`src/rtl/twiddle_sequencer.sv`:
```
// Steps through every (stage, butterfly) pair of a radix-2 DIT FFT and presents
// the matching twiddle factor W_N^k from an elaboration-time table, with a valid/ready handshake.
module twiddle_sequencer #(
  parameter int N_POINTS = 8,
  parameter int DATA_W   = 12,
  parameter int FRAC_W   = 10
) (
  input  logic                                    i_clk,
  input  logic                                    i_rst,
  input  logic                                    i_start,
  input  logic                                    i_inverse,
  input  logic                                    i_out_ready,
  output logic                                    o_out_valid,
  output logic [DATA_W-1:0]                       o_w_real,
  output logic [DATA_W-1:0]                       o_w_img,
  output logic [$clog2($clog2(N_POINTS))-1:0]     o_stage,
  output logic [$clog2(N_POINTS)-2:0]             o_bfly,
  output logic [$clog2(N_POINTS)-2:0]             o_tw_index,
  output logic                                    o_busy,
  output logic                                    o_done
);

  localparam int S    = $clog2(N_POINTS);
  localparam int SW   = $clog2(S);
  localparam int BW   = S - 1;
  localparam int HALF = N_POINTS / 2;

  localparam real PI    = 3.14159265358979323846;
  localparam real SCALE = real'(1 << FRAC_W);

  typedef enum logic [1:0] {IDLE, RUN, FIN} state_t;

  function automatic int round_away(input real x);
    if (x >= 0.0) return int'($floor(x + 0.5));
    return -int'($floor(-x + 0.5));
  endfunction

  logic [DATA_W-1:0] w_tbl_re [HALF];
  logic [DATA_W-1:0] w_tbl_im [HALF];

  // Table holds W_N^k = cos(2*pi*k/N) - j*sin(2*pi*k/N) for k in [0, N/2).
  for (genvar g = 0; g < HALF; g++) begin : g_tbl
    localparam real ANG = 2.0 * PI * real'(g) / real'(N_POINTS);
    assign w_tbl_re[g] = DATA_W'(round_away($cos(ANG) * SCALE));
    assign w_tbl_im[g] = DATA_W'(round_away(-$sin(ANG) * SCALE));
  end

  state_t            r_state;
  state_t            w_state_nxt;
  logic [SW-1:0]     r_stage;
  logic [SW-1:0]     w_stage_nxt;
  logic [BW-1:0]     r_bfly;
  logic [BW-1:0]     w_bfly_nxt;
  logic              r_inv;
  logic              w_inv_nxt;
  logic [BW-1:0]     r_tw_index;
  logic [BW-1:0]     w_k_nxt;
  logic [DATA_W-1:0] r_w_re;
  logic [DATA_W-1:0] r_w_im;
  logic [DATA_W-1:0] w_im_sel;
  logic              w_last;

  assign w_last = (r_stage == SW'(S - 1)) && (r_bfly == BW'(HALF - 1));

  // NOTE: sequential state uses non-blocking assignments so every register
  // samples pre-edge values regardless of process ordering.
  always_ff @(posedge i_clk) begin
    if (i_rst) r_state <= IDLE;
    else       r_state <= w_state_nxt;
  end

  // NOTE: every signal gets a default first, so no path can infer a latch.
  always_comb begin
    w_state_nxt = r_state;
    w_stage_nxt = r_stage;
    w_bfly_nxt  = r_bfly;
    w_inv_nxt   = r_inv;
    case (r_state)
      IDLE: begin
        if (i_start) begin
          w_state_nxt = RUN;
          w_stage_nxt = '0;
          w_bfly_nxt  = '0;
          w_inv_nxt   = i_inverse;
        end
      end
      RUN: begin
        if (i_out_ready) begin
          if (w_last) begin
            w_state_nxt = FIN;
            w_stage_nxt = '0;
            w_bfly_nxt  = '0;
          end else if (r_bfly == BW'(HALF - 1)) begin
            w_bfly_nxt  = '0;
            w_stage_nxt = r_stage + SW'(1);
          end else begin
            w_bfly_nxt  = r_bfly + BW'(1);
          end
        end
      end
      FIN:     w_state_nxt = IDLE;
      default: w_state_nxt = IDLE;
    endcase
  end

  always_comb begin
    o_out_valid = 1'b0;
    o_busy      = 1'b0;
    o_done      = 1'b0;
    case (r_state)
      RUN: begin
        o_out_valid = 1'b1;
        o_busy      = 1'b1;
      end
      FIN: begin
        o_busy = 1'b1;
        o_done = 1'b1;
      end
      default: ;
    endcase
  end

  // Twiddle is looked up from the *next* (s, b) so it lands on the same edge as the indices.
  assign w_k_nxt  = BW'((int'(w_bfly_nxt) & ((1 << w_stage_nxt) - 1)) << (S - 1 - int'(w_stage_nxt)));
  assign w_im_sel = w_inv_nxt ? (DATA_W'(0) - w_tbl_im[w_k_nxt]) : w_tbl_im[w_k_nxt];

  // NOTE: only control/output registers are reset; the twiddle table is constant logic, not storage.
  always_ff @(posedge i_clk) begin
    if (i_rst) begin
      r_stage    <= '0;
      r_bfly     <= '0;
      r_inv      <= 1'b0;
      r_tw_index <= '0;
      r_w_re     <= DATA_W'(1 << FRAC_W);
      r_w_im     <= '0;
    end else begin
      r_stage    <= w_stage_nxt;
      r_bfly     <= w_bfly_nxt;
      r_inv      <= w_inv_nxt;
      r_tw_index <= w_k_nxt;
      r_w_re     <= w_tbl_re[w_k_nxt];
      r_w_im     <= w_im_sel;
    end
  end

  assign o_stage    = r_stage;
  assign o_bfly     = r_bfly;
  assign o_tw_index = r_tw_index;
  assign o_w_real   = r_w_re;
  assign o_w_img    = r_w_im;

endmodule

```
`config.mk`:
```
export PLATFORM = sky130hd
export DESIGN_NAME = twiddle_sequencer
export DESIGN_NICKNAME = d
export VERILOG_FILES = /design/src/rtl/twiddle_sequencer.sv
export SDC_FILE = /design/constraint.sdc
export NUM_CORES = 1
export LEC_CHECK = 0
export ABC_AREA = 1
export CORE_MARGIN = 8
export CORE_UTILIZATION = 45
export DETAILED_ROUTE_END_ITERATION = 7
export GPL_TIMING_DRIVEN = 0
export PLACE_DENSITY = 0.81
export SYNTH_ARGS = -nofsm -noshare
export SYNTH_HDL_FRONTEND = slang
export SYNTH_SLANG_ARGS = --single-unit
export TNS_END_PERCENT = 10
```
`constraint.sdc`:
```
create_clock -name i_clk -period 3.5 [get_ports i_clk]
set_input_delay 0.7 -clock i_clk [delete_from_list [all_inputs] [get_ports i_clk]]
set_output_delay 0.7 -clock i_clk [all_outputs]
set_load 0.005 [all_outputs]
```
==> impl_metrics.toml, run 1 <==
[status]
status = "finished clean"

[hold_path]
min_to = "r_state[0]$_SDFFE_PP0P_"
worstHoldStart = "r_state[0]$_SDFFE_PP0P_"
hp-class = "flop to flop"
holdPathStages = 2

[logic_synthesis]
yosysWarnings = 0
syn_avg_cell_area_um2 = 7.71
synth_cell_types = 19
synthCells = 122
synthesis.area_um2 = 941
seq_area_frac_synth_pct = 34.0
ys_ff_latch = 16

[critical_path]
worstReg2RegStart = "r_state[1]$_SDFFE_PP0P_"
startpoint_type = "input port"
critPathRequiredTime_ps = 3680
endpoint_kind = "flop"
rr_endpoint = "o_w_real[10]$_SDFF_PP1_"
r2r.worst_path.cells = 16
cp_max_fo = 5
cp_data_arrival_time_ps = 2920
r2r_slack_ps = 930
path_class = "input port to flop"

[floorplan]
coreArea_um2 = 1960
die_w_um = 61.7
ioPinCount = 38
die_y_um = 61.7
start_util_pct = 48.0
die-area_um2 = 3810
rows = 16

[drt]
vias = 840
drt_iter0_markers = 19
antenna_left = 0
drt-wirelength-per-cell_um = 11.7
wirelength_um = 2200
route.detailed.drc = 0
avgViaCountPerCell = 4.44
drt-pass1-iter-count = 4

[timing]
skew_ps = 4.10
setup_viol = 0
slew_violations = 0
min_period_ps = 2740
fmax_mhz = 365
rsz0062_at_grt = "no"
hold_viol = 0
fin_tns_setup_ps = 0
fin_crit_sh_pct = 78.3

[finish]
final_layout_size_suffix_gt1_share_pct = 21.0
area_delta_synth_final_pct = 43.8
fillers = 186
finish.utilization_pct = 68.9
antenna_cells = 0
nets = 177

[clocking]
clk_latency_ps = 280
cts_root_buf = "clkbuf_4"
cts_buffers = 3
cts_buffer_depth = 2
htreeDepth = 1
holdBufCountCts = 0
cts_sinks = 16
clk_pin_slew_worst_paths_ps = 90
cts_resized = 0
postCtsSetupBuffers = 0
cts_tree = "built"

[grt]
grt_max_degree = 10
overflow = 0
grt_pass1_wl_um = 3390
grt_pass1_vias = 801
track_usage_pct = 12.0
antenna_found_initial = 0

[place]
io_buffers = 33
dp_hpwl_um = 1850
gp_congestion = 0.704

[power]
cellPowerDensity_nw_per_um2 = 396
power_uw = 535
ir_drop_v = 0.000304
leakagePower_uw = 0.000666

[job]
cap_viol_max_count = 0
[metal layers]
layer  vias up  part of all wire, %  GRT usage [%]
met1       374                   38           11.0
met2        33                   57           24.2
met4         0                    0           2.92
li1        433                    -              -
met3         0                  5.5           4.32
met5         -                    0              0
[kinds of logic (layout without fill, tap and decap cells)]
| logic type | Yosys count | in the layout | share of synthesized area (%) |
|---|---|---|---|
| flip-flops | 16 | 16 | 34.0 |
| multiplexers | 2 | 2 | 2.13 |
| adder cells (fa/ha/maj) | 9 | 9 | 12.0 |
| other | 1 | 4 | 0.399 |
| buffers and inverters | 38 | 75 | 21.9 |
| AO/OA/AOI/OAI | 11 | 11 | 5.85 |
| AND/OR/NAND/NOR | 45 | 45 | 23.7 |
[per-stage QoR]
| stage | worst slack, ps | cells | hold WS, ps | instance area, um2 |
|---|---|---|---|---|
| 3_5_place_dp | 473 | 185 | 540 | 1320 |
| 2_1_floorplan | 1240 | 125 | 495 | 952 |
| 6_report | 759 | 189 | 548 | 1350 |
| 4_1_cts | 783 | 189 | 554 | 1350 |
| 3_3_place_gp | 543 | 185 | 513 | 1320 |
| 5_1_grt | 616 | 189 | 598 | 1350 |
[flip-flops by register name, summed over array words and instances, names as in the netlist]
register    cells
o_w_real        3
r_state         2
o_stage         2
r_inv           1
o_w_img         4
o_bfly          2
o_tw_index      2
[layout make-up]
type                            count  area (um2)  share of cell area [%]
Buffer                             17         128                    9.44
Clock buffer                        4        36.3                    2.68
Inverter                           21        78.8                    5.83
Multi-Input combinational cell     71         425                    31.5
Sequential cell                    16         320                    23.7
Tap cell                           27        33.8                    2.50
Timing Repair Buffer               33         330                    24.4
[worst max path at each step]
stage | endpoint | cells after the start | startpoint | slack, ps
floorplan | o_w_img[11]$_SDFF_PP0_ | 14 | i_start | 1240
global placement | o_w_real[10]$_SDFF_PP1_ | 15 | i_out_ready | 540
detailed placement | o_w_img[11]$_SDFF_PP0_ | 15 | i_out_ready | 470
CTS | o_w_img[11]$_SDFF_PP0_ | 15 | i_out_ready | 780
global route | o_w_real[10]$_SDFF_PP1_ | 15 | i_out_ready | 620
finish | o_w_real[10]$_SDFF_PP1_ | 15 | i_out_ready | 760
[critical path: stages]
cell and delay (ps):
clkdlybuf4s50_1 560, nand2_2 110, nor2_1 120, nor3_1 50, a21oi_1 220, inv_1 80
ha_1 190, inv_1 80, nand2_1 70, a21oi_1 180, nand2_1 90, nand2_2 90
nand2_2 70, ha_1 280, nand2_1 50
[placed cells by master (no fill, tap or decap)]
cell type         n
nand2_2           7
buf_4            17
nand2_1          22
nor2_4            2
inv_2             2
mux2i_1           2
nor2_1            8
inv_1            19
nor3_1            1
clkdlybuf4s50_1  33
nand3_1           2
nand3_2           1
a21oi_1           8
ha_1              9
clkbuf_4          3
clkbuf_8          1
dfxtp_1          16
nand4_2           1
conb_1            4
nand4_1           1
o21ai_1           1
o21ai_0           2
[cells in the mapped netlist, drive strengths merged]
cell   count  area share [%]
conb       1            0.40
buf       17              14
nand2     29              13
nand3      3             2.1
ha         9              12
dfxtp     16              34
o21ai      3             1.6
a21oi      8             4.3
nand4      2             2.0
nor3       1            0.53
inv       21             8.4
mux2i      2             2.1
nor2      10             5.6
[power breakdown]
part           internal, uW  switching (uW)
sequential              198            12.5
clock                  63.3            53.5
combinational          92.0             116
Power figures use the tool's default switching activity.
==> inputs of run 2 (changes only) <==
--- a/config.mk
+++ b/config.mk
@@ -7,10 +7,10 @@
 export LEC_CHECK = 0
 export ABC_AREA = 1
 export CORE_MARGIN = 8
-export CORE_UTILIZATION = 45
+export CORE_UTILIZATION = 42
 export DETAILED_ROUTE_END_ITERATION = 7
 export GPL_TIMING_DRIVEN = 0
-export PLACE_DENSITY = 0.81
+export PLACE_DENSITY = 0.76
 export SYNTH_ARGS = -nofsm -noshare
 export SYNTH_HDL_FRONTEND = slang
 export SYNTH_SLANG_ARGS = --single-unit
==> constraint.sdc (replaced) <==
create_clock -name i_clk -period 2.65 [get_ports i_clk]
set_input_delay 0.53 -clock i_clk [delete_from_list [all_inputs] [get_ports i_clk]]
set_output_delay 0.53 -clock i_clk [all_outputs]
set_load 0.005 [all_outputs]
==> impl_metrics.toml, run 2 (same netlist as run 1, synthesis figures left out) <==
[critical_path]
startpoint_type = "input port"
slowest_delay_ps = 480
slowest_stage = "clkdlybuf4s50_1"
worst-path-stages = 15
worst-path-buf-inv = 4
r2r.worst_path.cells = 16
cp_max_fo = 3
crit_family = "buffers and inverters"
critPathRequiredTime_ps = 2820
endpoint_kind = "flop"
cp_cell_sequence = "clkdlybuf4s50_1 -> inv_1 -> nand2_1 -> nand2_1 -> a21oi_2 -> inv_1 -> ha_1 -> inv_1 -> nand2_1 -> a21oi_2 -> nand2_1 -> nand2_2 -> nand2_2 -> ha_1 -> mux2i_1"
cp_data_arrival_time_ps = 2620
path_class = "input port to flop"
cpMostUsedCell = "nand2_1"

[timing]
fin_tns_setup_ps = 0
setup_viol = 0
fin_crit_sh_pct = 92.3
hold_viol = 0
slew_violations = 0
skew_ps = 5.95
min_period_ps = 2440
fmax_mhz = 409
rsz0062_at_grt = "no"

[power]
leakagePower_uw = 0.000675
ir_drop_v = 0.000478
cellPowerDensity_nw_per_um2 = 537

[drt]
vias = 817
avgViaCountPerCell = 4.30
drt_iter0_markers = 14
wirelength_um = 2100
route.detailed.drc = 0
drt-pass1-iter-count = 4
drt-wirelength-per-cell_um = 11.0
antenna_left = 0

[finish]
layout.cells.non_filler = 190
fillers = 205
final_layout_size_suffix_gt1_share_pct = 24.1
largest_reg_flops = 4
mostFrequentLayoutCells = "32 x clkdlybuf4s50_1, 22 x nand2_1, 19 x inv_1, 17 x buf_4, 15 x dfxtp_1"
antenna_cells = 0
final_common_cell = "clkdlybuf4s50_1"
area_delta_synth_final_pct = 46.7
nets = 177

[hold_path]
hp-class = "flop to flop"
holdPathStages = 2

[place]
dpl.cell_count = 186
gp_congestion = 0.712
io_buffers = 33
dp_hpwl_um = 1760

[clocking]
cts_tree = "built"
clk_latency_ps = 290
cts_root_buf = "clkbuf_4"
cts_sinks = 16
cts_buffer_depth = 2
postCtsSetupBuffers = 0
htreeDepth = 1
cts_buffers = 3
clk_pin_slew_worst_paths_ps = 100

[grt]
grt_max_degree = 10
overflow = 0
grt_pass1_vias = 800
track_usage_pct = 10.5
grt_pass1_wl_um = 3470
antenna_found_initial = 0

[floorplan]
die-area_um2 = 4010
ioPinCount = 38
die_w_um = 63.3
die_y_um = 63.3
rows = 17
coreArea_um2 = 2170
start_util_pct = 43.4

[status]
status = "finished clean"

[job]
cap_viol_max_count = 0
## run 2: area by class of cell
| class | count | area [um2] | area share (%) |
|---|---|---|---|
| inverter | 21 | 78.8 | 5.71 |
| clock buffer | 4 | 36.3 | 2.63 |
| sequential | 16 | 322 | 23.3 |
| buffer | 17 | 128 | 9.25 |
| tap | 28 | 35.0 | 2.54 |
| timing repair buffer | 33 | 333 | 24.1 |
| multi-input combinational | 71 | 448 | 32.5 |
## run 2: worst paths after layout
path                                 from                     end  slack, ps
hold reg to reg      o_bfly[1]$_SDFF_PP0_    o_bfly[1]$_SDFF_PP0_        550
hold / removal       o_bfly[1]$_SDFF_PP0_    o_bfly[1]$_SDFF_PP0_        550
setup reg to reg  r_state[1]$_SDFFE_PP0P_  o_w_img[11]$_SDFF_PP0_        240
setup / recovery                  i_start  o_w_img[11]$_SDFF_PP0_        210
## run 2: where the power goes
group	leakage, uW	internal (uW)	switching, uW
logic	0.000524	134	164
clock network	0.0000210	83.6	76.7
registers	0.000130	263	19.9
## run 2: timing repair
action	4_1_cts	5_1_grt
setup endpoints to repair	0	2
hold buffers	0	0
resized for setup	0	7
## run 2: per-stage QoR
| stage | worst slack [ps] | cell area, um2 | utilization [%] | hold WS (ps) | total power (uW) |
|---|---|---|---|---|---|
| after global routing | 2.09 | 1380 | 63.6 | 574 | 801 |
| after global placement | -132 | 1320 | 60.7 | 516 | 541 |
| final | 205 | 1380 | 63.6 | 547 | 741 |
| after detailed placement | -206 | 1320 | 60.7 | 535 | 559 |
| after floorplan | 417 | 952 | - | 495 | 450 |
| after CTS | 13.8 | 1350 | 62.4 | 551 | 727 |
## run 2: metal layers
layer  global-route usage [%]  part of all wire, %
met3                     4.24                  7.3
met2                     19.4                   54
met5                        0                    0
met4                     5.01                  1.1
met1                     9.75                   37
## run 2: worst register-to-register path, cell delays in order, from the launching register on
cell and delay [ps]:
dfxtp_1 320, inv_1 140, ha_2 230, inv_1 50, nand2_1 100, nand2_1 140, a21oi_2 210, inv_1 60
ha_1 180, inv_1 80, nand2_1 90, a21oi_2 140, nand2_1 80, nand2_2 80, nand2_2 70, ha_1 210
mux2i_1 120
==> inputs of run 3 (changes only) <==
--- a/config.mk
+++ b/config.mk
@@ -10,7 +10,7 @@
 export CORE_UTILIZATION = 42
 export DETAILED_ROUTE_END_ITERATION = 7
 export GPL_TIMING_DRIVEN = 0
-export PLACE_DENSITY = 0.76
+export PLACE_DENSITY = 0.85
 export SYNTH_ARGS = -nofsm -noshare
 export SYNTH_HDL_FRONTEND = slang
 export SYNTH_SLANG_ARGS = --single-unit
==> impl_metrics.toml, run 3 (same netlist as run 1, synthesis figures left out) <==
[clocking]
cts_root_buf = "clkbuf_4"
holdBufCountCts = 0
cts_buffer_depth = 2
clk_pin_slew_worst_paths_ps = 90
cts_sinks = 16
htreeDepth = 1
clk_latency_ps = 290
cts_tree = "built"
cts_buffers = 3

[place]
dp_hpwl_um = 1740
gp_congestion = 0.775
dpl.cell_count = 186
io_buffers = 33

[grt]
grt_pass1_wl_um = 3390
track_usage_pct = 10.2
grt_max_degree = 10
grt_pass1_vias = 787
overflow = 0
antenna_found_initial = 0

[finish]
fillers = 198
layout.cells.non_filler = 191
area_delta_synth_final_pct = 45.6
final_common_cell = "clkdlybuf4s50_1"
nets = 178
final_layout_size_suffix_gt1_share_pct = 22.7
antenna_cells = 0
largest_reg_flops = 4
mostFrequentLayoutCells = "32 x clkdlybuf4s50_1, 22 x nand2_1, 19 x inv_1, 18 x buf_4, 16 x dfxtp_1"

[critical_path]
cp_data_arrival_time_ps = 2750
path_class = "input port to flop"
startpoint_type = "input port"
endpoint_kind = "flop"
critPathRequiredTime_ps = 2820
cp_max_fo = 3

[power]
cellPowerDensity_nw_per_um2 = 519
leakagePower_uw = 0.000679
p_sw_share_pct = 34.2
ir_drop_v = 0.000440
p_comb_share_pct = 38.6
sequentialPowerShare_pct = 39.2
p_clk_share_pct = 22.2
p_sw_uw = 243
p_int_uw = 468

[timing]
min_period_ps = 2580
setup_viol = 0
fmax_mhz = 388
fin_crit_sh_pct = 97.2
slew_violations = 0
skew_ps = 5.51
hold_viol = 0
fin_tns_setup_ps = 0

[drt]
drt-wirelength-per-cell_um = 10.9
drt-pass1-iter-count = 4
route.detailed.drc = 0
antenna_left = 0
drt_iter0_markers = 18
wirelength_um = 2080
avgViaCountPerCell = 4.32
vias = 825

[floorplan]
rows = 17
die_w_um = 63.3
ioPinCount = 38
die-area_um2 = 4010
start_util_pct = 43.4
die_y_um = 63.3
coreArea_um2 = 2170

[job]
cap_viol_max_count = 0

[status]
status = "finished clean"

[hold_path]
hp-class = "flop to flop"
run 3: worst paths after layout:
kind / start / end / slack (ps) / cells past startpoint
worst min register to register: o_bfly[1]$_SDFF_PP0_ / o_bfly[1]$_SDFF_PP0_ / 540 / 2
worst max-delay path: i_start / o_w_real[10]$_SDFF_PP1_ / 70 / 15
worst max register to register: r_state[0]$_SDFFE_PP0P_ / o_w_real[10]$_SDFF_PP1_ / 100 / 15
worst min-delay path: o_bfly[1]$_SDFF_PP0_ / o_bfly[1]$_SDFF_PP0_ / 540 / 2
run 3: routing by layer:
layer | share of wire (%) | wire, um | track usage, % | up-vias
li1 | - | - | - | 434
met1 | 39 | 808 | 9.27 | 363
met2 | 53 | 1110 | 19.4 | 25
met3 | 7.3 | 151 | 4.59 | 3
met4 | 0.48 | 10 | 3.34 | 0
met5 | 0 | 0 | 0 | -
run 3: area by class of cell:
| class | count | area (um2) | area share, % |
|---|---|---|---|
| well taps | 28 | 35.0 | 2.56 |
| multi-input cells | 71 | 432 | 31.5 |
| inverters | 21 | 78.8 | 5.75 |
| plain buffers | 17 | 128 | 9.32 |
| repair buffers | 34 | 340 | 24.8 |
| flip-flops and latches | 16 | 320 | 23.4 |
| clock buffers | 4 | 36.3 | 2.65 |
run 3: repair_timing:
action | 4_1_cts | 5_1_grt
resized for setup | 0 | 3
buffers inserted | 0 | 1
endpoints found under the hold margin | 0 | 0
endpoints found under the setup margin | 0 | 2
run 3: critical path, cell delays in order:
cell and delay, ps:
clkdlybuf4s50_1 480, inv_1 40, nand2_1 100, nand2_1 140, a21oi_2 230, inv_1 90, ha_1 180, inv_1 80
nand2_1 70, a21oi_1 200, nand2_1 110, nand2_2 110, nand2_2 80, ha_1 280, nand2_1 50
run 3: power by group through the flow:
| stage | clock, uW | sequential [uW] | combinational, uW |
|---|---|---|---|
| finish | 158 | 279 | 275 |
| global route | 175 | 281 | 310 |
| CTS | 164 | 279 | 273 |
| detailed placement | 0 | 285 | 270 |
| global placement | 0 | 283 | 261 |
| floorplan | 0 | 281 | 169 |
run 3: stage by stage:
| step | cell area, um2 | power, uW | setup slack (ps) | hold slack [ps] | utilization, % |
|---|---|---|---|---|---|
| after global routing | 1370 | 767 | -36.5 | 555 | 63.1 |
| final | 1370 | 712 | 74.9 | 544 | 63.1 |
| after CTS | 1350 | 716 | 15.4 | 540 | 62.4 |
| after floorplan | 952 | 450 | 417 | 495 | - |
| after detailed placement | 1320 | 555 | -251 | 523 | 60.7 |
| after global placement | 1320 | 543 | -123 | 515 | 60.7 |
